==> config.mk <==
export PLATFORM = sky130hd
export DESIGN_NAME = boid_frame_writer
export DESIGN_NICKNAME = d
export VERILOG_FILES = /design/src/rtl/boid_pkg.sv /design/src/rtl/boid_pixel_addr.sv /design/src/rtl/boid_frame_writer.sv
export SDC_FILE = /design/constraint.sdc
export NUM_CORES = 1
export LEC_CHECK = 0
export ABC_AREA = 1
export BUFFER_PORTS_ARGS = -buffer_cell sky130_fd_sc_hd__buf_2
export CAP_MARGIN = 30
export CORE_ASPECT_RATIO = 1.5
export CORE_UTILIZATION = 55
export CTS_BUF_LIST = sky130_fd_sc_hd__clkbuf_16
export DETAILED_ROUTE_END_ITERATION = 12
export GPL_TIMING_DRIVEN = 1
export PLACE_DENSITY = 0.84
export SYNTH_ARGS = -nofsm -noshare
export SYNTH_HDL_FRONTEND = slang
export SYNTH_SLANG_ARGS = --single-unit
==> constraint.sdc <==
create_clock -name clock -period 5.1 [get_ports clock]
set_input_delay 0.765 -clock clock [delete_from_list [all_inputs] [get_ports clock]]
set_output_delay 0.765 -clock clock [all_outputs]
set_load 0.03 [all_outputs]
==> src/rtl/boid_pkg.sv <==
// Shared display geometry and frame-writer FSM encoding.
package boid_pkg;

  localparam int unsigned H_RES       = 640;
  localparam int unsigned V_RES       = 480;
  localparam int unsigned PIXEL_COUNT = H_RES * V_RES;

  typedef enum logic [2:0] {
    IDLE,
    ERASE,
    LATCH,
    DRAW,
    FINISH
  } state_e;

endpackage

==> src/rtl/boid_pixel_addr.sv <==
// Converts a sprite pixel (x+dx, y+dy) into a linear pixel address and flags
// pixels that fall off the visible area.
module boid_pixel_addr #(
  parameter int unsigned H_RES      = boid_pkg::H_RES,
  parameter int unsigned V_RES      = boid_pkg::V_RES,
  parameter int unsigned ADDR_WIDTH = 19
) (
  input  logic [9:0]            x,
  input  logic [8:0]            y,
  input  logic [1:0]            dx,
  input  logic [1:0]            dy,
  output logic [ADDR_WIDTH-1:0] addr,
  output logic                  in_bounds
);

  logic [10:0]           px;
  logic [9:0]            py;
  logic [ADDR_WIDTH-1:0] py_w;

  assign px        = {1'b0, x} + {9'b0, dx};
  assign py        = {1'b0, y} + {8'b0, dy};
  assign py_w      = ADDR_WIDTH'(py);
  assign in_bounds = (px < 11'(H_RES)) && (py < 10'(V_RES));

  // Row stride of 640 = 512 + 128, so the multiply becomes two shifts.
  assign addr = (py_w << 9) + (py_w << 7) + ADDR_WIDTH'(px);

endmodule

==> src/rtl/boid_frame_writer.sv <==
// Per-frame sprite updater: erases every boid at its previous position, then
// latches and draws each active boid into a 1-bit pixel memory.
module boid_frame_writer #(
  parameter  int unsigned MAX_BOIDS  = 8,
  parameter  int unsigned BOID_SIZE  = 2,
  parameter  int unsigned H_RES      = boid_pkg::H_RES,
  parameter  int unsigned V_RES      = boid_pkg::V_RES,
  parameter  int unsigned ADDR_WIDTH = 19,
  localparam int unsigned BOID_BITS  = $clog2(MAX_BOIDS)
) (
  input  logic                  clock,
  input  logic                  resetn,
  input  logic                  frame_start,
  input  logic [BOID_BITS:0]    num_boids,
  output logic [BOID_BITS-1:0]  boid_sel,
  input  logic [9:0]            boid_x,
  input  logic [8:0]            boid_y,
  output logic                  wr_en,
  output logic [ADDR_WIDTH-1:0] wr_addr,
  output logic                  wr_data,
  output logic                  busy,
  output logic                  done,
  output logic [7:0]            overrun_cnt
);

  localparam logic [1:0]         LAST_D = 2'(BOID_SIZE - 1);
  localparam logic [BOID_BITS:0] MAX_N  = (BOID_BITS + 1)'(MAX_BOIDS);
  localparam logic [BOID_BITS:0] ONE_N  = (BOID_BITS + 1)'(1);

  boid_pkg::state_e      state_q, state_d;
  logic [BOID_BITS-1:0]  idx_q, idx_d;
  logic [1:0]            dx_q, dx_d, dy_q, dy_d;
  logic [BOID_BITS:0]    n_q, n_d, prev_n_q, prev_n_d;
  logic [7:0]            ovr_q, ovr_d;
  logic                  wr_en_q, wr_data_q;
  logic [ADDR_WIDTH-1:0] wr_addr_q;

  logic [9:0]            prev_x [MAX_BOIDS];
  logic [8:0]            prev_y [MAX_BOIDS];

  logic [ADDR_WIDTH-1:0] pix_addr;
  logic                  pix_in;
  logic                  pix_cycle, last_pix, last_erase, last_draw;

  // DRAW reads back the slot LATCH just wrote, so one lookup serves both phases.
  boid_pixel_addr #(
    .H_RES     (H_RES),
    .V_RES     (V_RES),
    .ADDR_WIDTH(ADDR_WIDTH)
  ) u_pixel_addr (
    .x        (prev_x[idx_q]),
    .y        (prev_y[idx_q]),
    .dx       (dx_q),
    .dy       (dy_q),
    .addr     (pix_addr),
    .in_bounds(pix_in)
  );

  assign pix_cycle  = (state_q == boid_pkg::ERASE) || (state_q == boid_pkg::DRAW);
  assign last_pix   = (dx_q == LAST_D) && (dy_q == LAST_D);
  assign last_erase = ({1'b0, idx_q} == (prev_n_q - ONE_N));
  assign last_draw  = ({1'b0, idx_q} == (n_q - ONE_N));

  always_comb begin
    state_d  = state_q;
    idx_d    = idx_q;
    dx_d     = dx_q;
    dy_d     = dy_q;
    n_d      = n_q;
    prev_n_d = prev_n_q;
    ovr_d    = ovr_q;

    if (frame_start && (state_q != boid_pkg::IDLE) && (ovr_q != 8'hFF)) begin
      ovr_d = ovr_q + 8'd1;
    end

    // Row-major walk over the sprite; wraps to (0,0) on its last pixel.
    if (pix_cycle) begin
      if (dx_q == LAST_D) begin
        dx_d = '0;
        dy_d = dy_q + 2'd1;
      end else begin
        dx_d = dx_q + 2'd1;
      end
      if (last_pix) dy_d = '0;
    end

    case (state_q)
      boid_pkg::IDLE: begin
        if (frame_start) begin
          n_d   = (num_boids > MAX_N) ? MAX_N : num_boids;
          idx_d = '0;
          dx_d  = '0;
          dy_d  = '0;
          if (prev_n_q != '0)  state_d = boid_pkg::ERASE;
          else if (n_d != '0)  state_d = boid_pkg::LATCH;
          else                 state_d = boid_pkg::FINISH;
        end
      end
      boid_pkg::ERASE: begin
        if (last_pix) begin
          if (last_erase) begin
            idx_d   = '0;
            state_d = (n_q != '0) ? boid_pkg::LATCH : boid_pkg::FINISH;
          end else begin
            idx_d = idx_q + BOID_BITS'(1);
          end
        end
      end
      boid_pkg::LATCH: state_d = boid_pkg::DRAW;
      boid_pkg::DRAW: begin
        if (last_pix) begin
          if (last_draw) begin
            state_d = boid_pkg::FINISH;
          end else begin
            idx_d   = idx_q + BOID_BITS'(1);
            state_d = boid_pkg::LATCH;
          end
        end
      end
      boid_pkg::FINISH: begin
        prev_n_d = n_q;
        state_d  = boid_pkg::IDLE;
      end
      default: state_d = boid_pkg::IDLE;
    endcase
  end

  always_ff @(posedge clock or negedge resetn) begin
    if (!resetn) begin
      state_q   <= boid_pkg::IDLE;
      idx_q     <= '0;
      dx_q      <= '0;
      dy_q      <= '0;
      n_q       <= '0;
      prev_n_q  <= '0;
      ovr_q     <= '0;
      wr_en_q   <= 1'b0;
      wr_data_q <= 1'b0;
      wr_addr_q <= '0;
    end else begin
      state_q   <= state_d;
      idx_q     <= idx_d;
      dx_q      <= dx_d;
      dy_q      <= dy_d;
      n_q       <= n_d;
      prev_n_q  <= prev_n_d;
      ovr_q     <= ovr_d;
      wr_en_q   <= pix_cycle && pix_in;
      wr_data_q <= (state_q == boid_pkg::DRAW);
      if (pix_cycle) wr_addr_q <= pix_addr;
    end
  end

  always_ff @(posedge clock) begin
    if (state_q == boid_pkg::LATCH) begin
      prev_x[idx_q] <= boid_x;
      prev_y[idx_q] <= boid_y;
    end
  end

  assign boid_sel    = (state_q == boid_pkg::LATCH) ? idx_q : '0;
  assign busy        = (state_q != boid_pkg::IDLE);
  assign done        = (state_q == boid_pkg::FINISH);
  assign wr_en       = wr_en_q;
  assign wr_addr     = wr_addr_q;
  assign wr_data     = wr_data_q;
  assign overrun_cnt = ovr_q;

endmodule

* After elaboration in Yosys (flattened, before gate mapping)
Memory sizes are Yosys's and may differ from the RTL's.
Cells that the tools add are included.
** Word-level totals
- Memories :: 2
- Word-level logic and storage cells :: 82
- Register bits after elaboration :: 47
- Bits in writable memories :: 152
** Memory list
- prev_x :: words 8, width 10, rd ports 1, clocked after memory_dff 0, write ports 1, RTL line boid_frame_writer.sv:38 : logic [9:0] prev_x [MAX_BOIDS];
- prev_y :: words 8, width 9, rd ports 1, clocked after memory_dff 0, write ports 1, RTL line boid_frame_writer.sv:39 : logic [8:0] prev_y [MAX_BOIDS];
** Operators by class
- Multiplexer cells :: 28
- Equal/unequal tests :: 14
- $lt $le $gt $ge :: 3
- $add $sub $neg :: 10
- Reductions and logical operators :: 15
** Operators with widths (count)
- $mux 3 :: 14
- $add 19x11->19 :: 1
- $add 19x17->19 :: 1
- $mux 2 :: 9
- $pmux 3 s4 :: 1
- $reduce_bool 4->1 :: 3
- $add 10x2->11 :: 1
- $lt 11x10->1 const B :: 1
- $add 9x2->10 :: 1
- $lt 10x9->1 const B :: 1
- $ne 2x2->1 const B :: 5
- $pmux 3 s3 :: 1
- $add 8x1->8 const B :: 1
- $eq 3x4->1 :: 2
- $ne 8x8->1 const B :: 1
- $sub 4x1->4 const B :: 2
- $eq 3x2->1 const B :: 2
- $reduce_bool 3->1 :: 2
- $logic_and 1x1->1 :: 5
- $reduce_and 5->1 :: 1
- $add 2x1->2 const B :: 2
- $eq 2x1->1 const B :: 2
- $gt 4x4->1 const B :: 1
- $mux 4 :: 1
- 8 further kinds :: 9

* Logic depth before layout (Yosys ltp)
Gate-level depths: netlist of run 1.
- Word-level depth :: 7
- Depth in mapped cells :: 30

* Cells and area by module
A second synthesis of run 1 with hierarchy kept.
** Second synthesis, totals
- Cells, all modules :: 922
- Area, all modules :: 9367.7 um^2
** By module, submodules not included
- boid_frame_writer :: area each 8159.1 um^2, cells an instance 719, instances 1
- boid_pixel_addr :: area each 1208.7 um^2, cells an instance 203, instances 1

* Worst setup path before layout of run 1
OpenSTA, ideal clock, no wires.
- Path type :: reg-to-reg
- From :: register idx_q[0]
- To :: register wr_addr_q[16] (netlist: wr_addr[16])
- Cell stages (with the launch flop) :: 22
- Path slack :: 0.986 ns
- Setup time :: 0.136 ns
- Period minus slack after synthesis :: 4.114 ns
- Data arrival time :: 3.978 ns
- Path through :: dfrtp_1 -> inv_1 -> clkbuf_1 -> clkbuf_1 -> buf_2 -> nor2_1 -> nor2_1 -> o21ai_0 -> o2111ai_1 -> ha_1 -> inv_1 -> fa_1 -> xor2_1 -> inv_1 -> fa_1 -> inv_1 -> fa_1 -> a21oi_1 -> nor2_1 -> nor2_1 -> xor2_1 -> o21ai_0
** On the way
- Longest elaborated chain between the ends :: 4
** RTL lines
- start, declared :: RTL line boid_frame_writer.sv:31 : logic [BOID_BITS-1:0] idx_q, idx_d;
- start signal, assigned :: RTL line boid_frame_writer.sv:143 : idx_q <= idx_d;
- $mem_v2 8x9
- $add 9x2->10 :: RTL line boid_pixel_addr.sv:21 : assign py = {1'b0, y} + {8'b0, dy};
- $add 19x17->19 :: RTL line boid_pixel_addr.sv:26 : assign addr = (py_w << 9) + (py_w << 7) + ADDR_WIDTH'(px);
- $add 19x11->19 * :: RTL line boid_pixel_addr.sv:26
- end signal, assigned :: RTL line boid_frame_writer.sv:151 : if (pix_cycle) wr_addr_q <= pix_addr;
- end, declared :: RTL line boid_frame_writer.sv:36 : logic [ADDR_WIDTH-1:0] wr_addr_q;
Mark *: on every way between the ends. The rest lies on a longest branch, timed or not.
A chain may end at the register's enable or synchronous reset.

* Worst setup path after layout of run 1
- From :: register idx_q[1]
- To :: register wr_addr_q[15] (netlist: wr_addr[15])
Same word-level chain as after synthesis.

==> impl_metrics.ini, run 1 <==
[sta]
slew_viol_final = 0
period_minus_slack_ps = 4680
slew_headroom_pct = 43.0
post-route-period-util_pct = 91.7
setup_tns_ps = 0
max_clock_freq_ghz = 0.214
setup_viol = 0
fin_skew_ps = 8.57
rsz0062_at_grt = false
max_slew.worst_pin.slew_ps = 855
timing_hold_violations_final = 0

[critical_path]
startpoint_type = flip-flop
cp-end-kind = flip-flop
path_cells = inv_1 -> nor2_4 -> o21ai_0 -> o2111ai_1 -> ha_1 -> fa_1 -> o21ai_0 -> nor2_1 -> nand4_1 -> fa_1 -> inv_1 -> ha_1 -> a21oi_1 -> o21ai_0 -> a21oi_1 -> nor2_1 -> nor2_1 -> xor2_1 -> o21ai_0
crit_family = adder cells
crit_required_ps = 5380
critPathLaunch = idx_q[1]$_DFFE_PN0P_
crit_type = flip-flop to flip-flop
cp_slowest_stage_delay_ps = 600
r2r-start = idx_q[1]$_DFFE_PN0P_
cp_slowest_cell = dfrtp_1
crit_buf_inv = 2
worstPathMaxFanout = 17
worst_ep_arrival_time_ps = 4960
path_common_cell = o21ai_0

[detailed_routing]
drc = 0
dr.pass1.iters = 5
drtIter0Drc = 504
ant_nets = 0
vias_per_cell = 5.41
wl_per_cell_um = 16.2
wl_um = 20700
num_vias = 6912

[clock_tree]
cts.sinks = 199
path_clk_slew_ps = 80
cts_root_buffer = clkbuf_16
cts_setup_buffers = 0
clock_latency_ps = 430
postCtsHoldBufs = 0
cts_max_level = 4
cts_tree = yes
cts_buffers = 17
ctsResizeCount = 0
cts_max_path_buffers = 2

[synthesis]
synth_seq_cells = 199
synthTopCellsByCount = 215 x nand2_1, 166 x inv_1, 152 x edfxtp_1
netlist_area_sq_um = 9620
synth_top_flop_cell = edfxtp_1
synth_edf_count = 152
yosysUniqueCellTypes = 42
synth_area_leaders = edfxtp_1 47%, dfrtp_1 12%, nand2_1 8.4%
synth.avg_cell_area_sq_um = 9.74
async_reset_ff_share_pct = 23.6
syn_nets = 1046
synth_top_area_share_pct = 47.5
syn_inst = 987
synth_top_area_cell = edfxtp_1
ys_seq_area_share_pct = 59.7
yosys_warnings = 0
yosysMostFrequentCell = nand2_1

[cells_and_area]
multiInputGateArea_sq_um = 3110
design_area_sq_um = 10800
seqCellArea_sq_um = 5740
layout.nets = 1113
drive_above_1_share_pct = 14.3
finalNonFillerCells = 1278
nFillCells = 1254
syn_to_final_growth_pct = 12.7

[power]
share_comb_of_total_power_pct = 54.3
pwr_density_cell_nw_per_um2 = 711
swShare_pct = 45.0
pwr-share-clk_pct = 18.4
switchingPower_mw = 3.47
ir_drop_mv = 0.779
p_total_mw = 7.70
p_leak_nw = 4.86
seq_power_share_pct = 27.4
internal_power_mw = 4.24

[global_routing]
grt-ovfl-total = 0
antenna_found_initial = 1
globalRouteTotalUtil_pct = 25.1
grt_max_degree = 68
grt_pass1_wl_um = 33500
grt_pass1_vias = 6850

[run]
cap_violations = 0

[floorplan]
die_h_um = 164
die-area_sq_um = 18000
rows = 58
die_w_um = 110
io_pins = 60
start_util_pct = 56.9
coreArea_sq_um = 16900

[placed_design]
place.gp.congestion = 0.843
numPortBuffers = 59
placed_cells = 1245
place_hpwl_um = 13400
dpl-instance-area_sq_um = 10200

[min_path]
min_path_type = primary input to async pin

[run_status]
status = complete, no violations
==> state kept, by name (all words and copies together) (netlist names) <==
name	cells
prev_x	80
prev_y	72
wr_addr	19
overrun_cnt	8
n_q	4
prev_n_q	4
idx_q	3
state_q	3
dx_q	2
dy_q	2
wr_data	1
wr_en	1
==> layout by cell type, fill, tap and decap left out, types with 2 or more instances in the layout <==
cell type | Yosys | layout
nor2_1 | 108 | 100
xnor2_1 | 6 | 6
dfrtp_1 | 47 | 46
nor3_1 | 8 | 8
nand3_1 | 63 | 63
inv_1 | 166 | 165
ha_1 | 28 | 28
inv_6 | 0 | 2
o22ai_1 | 5 | 5
inv_2 | 8 | 8
buf_2 | 10 | 59
clkbuf_16 | 0 | 17
a21oi_1 | 11 | 11
nand4_1 | 12 | 12
nand2_1 | 215 | 215
nand2_2 | 7 | 7
bufinv_16 | 0 | 3
o21ai_0 | 49 | 49
a31oi_1 | 5 | 5
or2_2 | 4 | 4
buf_4 | 4 | 13
buf_12 | 0 | 2
nor2_4 | 3 | 3
inv_8 | 0 | 5
o21ai_1 | 3 | 3
nand3_2 | 2 | 2
xor2_1 | 21 | 21
fa_1 | 5 | 5
o2111ai_1 | 3 | 3
nor2_2 | 9 | 17
o211ai_1 | 8 | 8
edfxtp_1 | 152 | 152
==> power by group through the flow <==
stage / Combinational (mW) / Clock, mW / Sequential (mW)
final: 4.18 / 1.41 / 2.11
after global placement: 3.98 / 0 / 2.13
after CTS: 4.18 / 1.43 / 2.11
after detailed placement: 4.11 / 0 / 2.14
after global routing: 4.74 / 1.49 / 2.13
after floorplan: 2.98 / 0 / 2.34
==> kinds of logic (layout without fill, tap and decap cells) <==
family / Yosys count / in the layout / share of synthesized area (%)
buffers and inverters: 201 / 281 / 8.23
AND/OR/NAND/NOR: 435 / 435 / 19.4
adder cells (fa/ha/maj): 33 / 33 / 4.68
other: 0 / 1 / 0
multiplexers: 1 / 1 / 0.117
flip-flops: 199 / 199 / 59.7
AO/OA/AOI/OAI: 91 / 91 / 5.45
XOR/XNOR: 27 / 27 / 2.46
==> routing by layer <==
metal,vias to the layer above,GRT usage (%),part of all wire (%)
met5,-,0,0
met4,0,15.7,5.7
met3,89,5.83,5.9
met2,269,44.5,53
met1,3228,26.1,36
li1,3326,-,-
==> metrics by stage <==
| step | utilization [%] | setup WS (ps) | hold slack, ps |
|---|---|---|---|
| floorplan | - | 986 | 453 |
| global placement | 60.2 | 756 | 449 |
| detailed placement | 60.3 | 598 | 463 |
| CTS | 64.1 | 507 | 199 |
| global route | 64.1 | 37.2 | 199 |
| finish | 64.1 | 423 | 201 |
==> worst paths after layout <==
| check | end | slack [ps] | cells after the start |
|---|---|---|---|
| min reg2reg | wr_addr[7]$_DFFE_PN0N_ | 480 | 2 |
| max reg2reg | wr_addr[15]$_DFFE_PN0N_ | 420 | 19 |
| max | wr_addr[15]$_DFFE_PN0N_ | 420 | 19 |
| max in group asynchronous | wr_addr[12]$_DFFE_PN0N_ | 4410 | 2 |
| min | n_q[3]$_DFFE_PN0P_ | 200 | 1 |
| min in group clock | wr_addr[7]$_DFFE_PN0N_ | 480 | 2 |
==> final cells by class <==
cell class,instances,share of cell area (%)
Inverter,175,6.08
Clock buffer,17,3.93
Timing Repair Buffer,74,3.99
Antenna cell,1,0.0231
Clock inverter,15,1.91
Multi-Input combinational cell,587,28.7
Sequential cell,199,53.0
Tap cell,210,2.42
Power figures use the tool's default switching activity.
==> run 2: changes to the inputs <==
BUFFER_PORTS_ARGS = default   (was -buffer_cell sky130_fd_sc_hd__buf_2)
DONT_BUFFER_PORTS = 1   (was default)
PLACE_DENSITY = 0.81   (was 0.84)
==> impl_metrics.ini, run 2 (synthesis results as in run 1) <==
[run_status]
status = complete, no violations

[detailed_routing]
met1Wirelength_um = 7050
dr.max_layer_used = met4
wl_um = 19600
wl_per_cell_um = 16.1
drtIter0Drc = 465
drc = 0
dr_wl_met2_um = 10600
num_vias = 6555
ant_nets = 0
wl_met3_um = 1200
vias_per_cell = 5.38
dr.pass1.iters = 6

[cells_and_area]
top_register = prev_x
antennaDiodeCount = 0
design_area_sq_um = 10500
syn_to_final_growth_pct = 9.00
finalNonFillerCells = 1218
final_common_cell = nand2_1
largest_reg_flops = 80
mostFrequentLayoutCells = 215 x nand2_1, 165 x inv_1, 152 x edfxtp_1, 100 x nor2_1, 63 x nand3_1
layout.nets = 1054
drive_above_1_share_pct = 9.23
postLayoutCoreUtil_pct = 62.0

[sta]
setup_viol = 0
slew_headroom_pct = 38.0
holdWs_ps = 28.3
layout_setup_ws_ps = 521
slew_viol_final = 0
rsz0062_at_grt = false
timing_hold_violations_final = 0
max_slew.worst_pin.slew_ps = 930
max_clock_freq_ghz = 0.218
period_minus_slack_ps = 4580
post-route-period-util_pct = 89.8
fin_skew_ps = 17.0
setup_tns_ps = 0

[critical_path]
r2r_end = wr_addr[16]$_DFFE_PN0N_
crit_required_ps = 5380
r2r-start = idx_q[1]$_DFFE_PN0P_
r2r_slack_ps = 520
startpoint_type = flip-flop
worstPathMaxFanout = 17
path_cells = inv_1 -> nor2_4 -> inv_1 -> nor2_1 -> o21ai_0 -> nand4_1 -> inv_1 -> fa_1 -> nor2_2 -> xor2_1 -> ha_1 -> ha_1 -> a21o_1 -> nand3_1 -> nand2_1 -> a21oi_1 -> nor2_1 -> nor2_1 -> xor2_1 -> o21ai_0
crit_type = flip-flop to flip-flop
cp-end-kind = flip-flop
cp_slowest_cell = dfrtp_1
rr_worst_depth = 20
worst_ep_arrival_time_ps = 4860
cp_slowest_stage_delay_ps = 600

[clock_tree]
cts_buffers = 17
clock_latency_ps = 440
cts_max_level = 4
cts_max_path_buffers = 2
cts_tree = yes
path_clk_slew_ps = 80
cts.sinks = 199
cts_setup_buffers = 0
cts_root_buffer = clkbuf_16

[floorplan]
rows = 58
die-area_sq_um = 18000
coreArea_sq_um = 16900
die_w_um = 110
start_util_pct = 56.9
die_h_um = 164
io_pins = 60

[placed_design]
pre_cts_ws_ps = 525
place_hpwl_um = 13200
dpl-instance-area_sq_um = 9880
numPortBuffers = 0
placed_cells = 1185
place.gp.congestion = 0.850

[power]
pwr-share-clk_pct = 17.7
switchingPower_mw = 3.39
share_comb_of_total_power_pct = 50.5
p_total_mw = 7.39
seq_power_share_pct = 31.8
p_leak_nw = 4.59
swShare_pct = 45.8
ir_drop_mv = 1.08
internal_power_mw = 4.00
pwr_density_cell_nw_per_um2 = 704

[global_routing]
antenna_found_initial = 0
grt_pass1_vias = 6331
grt_pass1_wl_um = 31000
grt-ovfl-total = 0
grt_max_degree = 93
globalRouteTotalUtil_pct = 23.3

[run]
cap_violations = 0

[min_path]
min_path_type = primary input to async pin
run 2: changes by cell type in the layout (fill, tap and decap cells not counted), sizes merged:
cell         previous run  this run
clkinv                  4         7
buf                    74        14
dlygate4sd3             0         1
inv                   181       182
clkinvlp                2         1
bufinv                  3         0
diode                   1         0
run 2: worst max path at each step:
stage | slack (ps) | endpoint | start | cells past startpoint
after detailed placement | 530 | wr_addr[16]$_DFFE_PN0N_ | idx_q[1]$_DFFE_PN0P_ | 19
after CTS | 530 | wr_addr[16]$_DFFE_PN0N_ | idx_q[1]$_DFFE_PN0P_ | 19
after global placement | 650 | wr_addr[16]$_DFFE_PN0N_ | idx_q[1]$_DFFE_PN0P_ | 19
after floorplan | 990 | wr_addr[16]$_DFFE_PN0N_ | idx_q[0]$_DFFE_PN0P_ | 21
final | 520 | wr_addr[16]$_DFFE_PN0N_ | idx_q[1]$_DFFE_PN0P_ | 20
after global routing | 200 | wr_addr[15]$_DFFE_PN0N_ | idx_q[0]$_DFFE_PN0P_ | 20
run 2: critical path: cells and delay by family (launching register included):
kind                       cells  cell delay (ps)
AOI/OAI and AO/OA              4              580
xor gates and xnor gates       2              410
buffers and inverters          3              500
adders and majority gates      3             1090
DFF                            1              600
and+or+nand+nor                8             1230
run 2: power by group through the flow:
stage	logic, mW	registers, mW	clock network (mW)
finish	3.73	2.35	1.31
global route	4.23	2.39	1.37
CTS	3.73	2.35	1.31
detailed placement	3.69	2.39	0
global placement	3.58	2.38	0
floorplan	2.98	2.34	0
run 2: layout make-up:
cell class / instances / area, sq um
Fill cell: 1284 / 6420
Clock buffer: 17 / 425
Sequential cell: 199 / 5740
Inverter: 175 / 659
Timing Repair Buffer: 15 / 119
Multi-Input combinational cell: 587 / 3110
Clock inverter: 15 / 170
Tap cell: 210 / 263
run 2: per-layer routing:
metal / up-vias / track usage, %
li1: 3207 / -
met1: 3047 / 24.6
met2: 251 / 42.9
met3: 50 / 4.88
met4: 0 / 11.5
met5: - / 0
run 2: timing repair:
| item | CTS | global route |
|---|---|---|
| resized for setup | 0 | 0 |
| hold buffers | 0 | 1 |
| hold endpoints to repair | 0 | 15 |
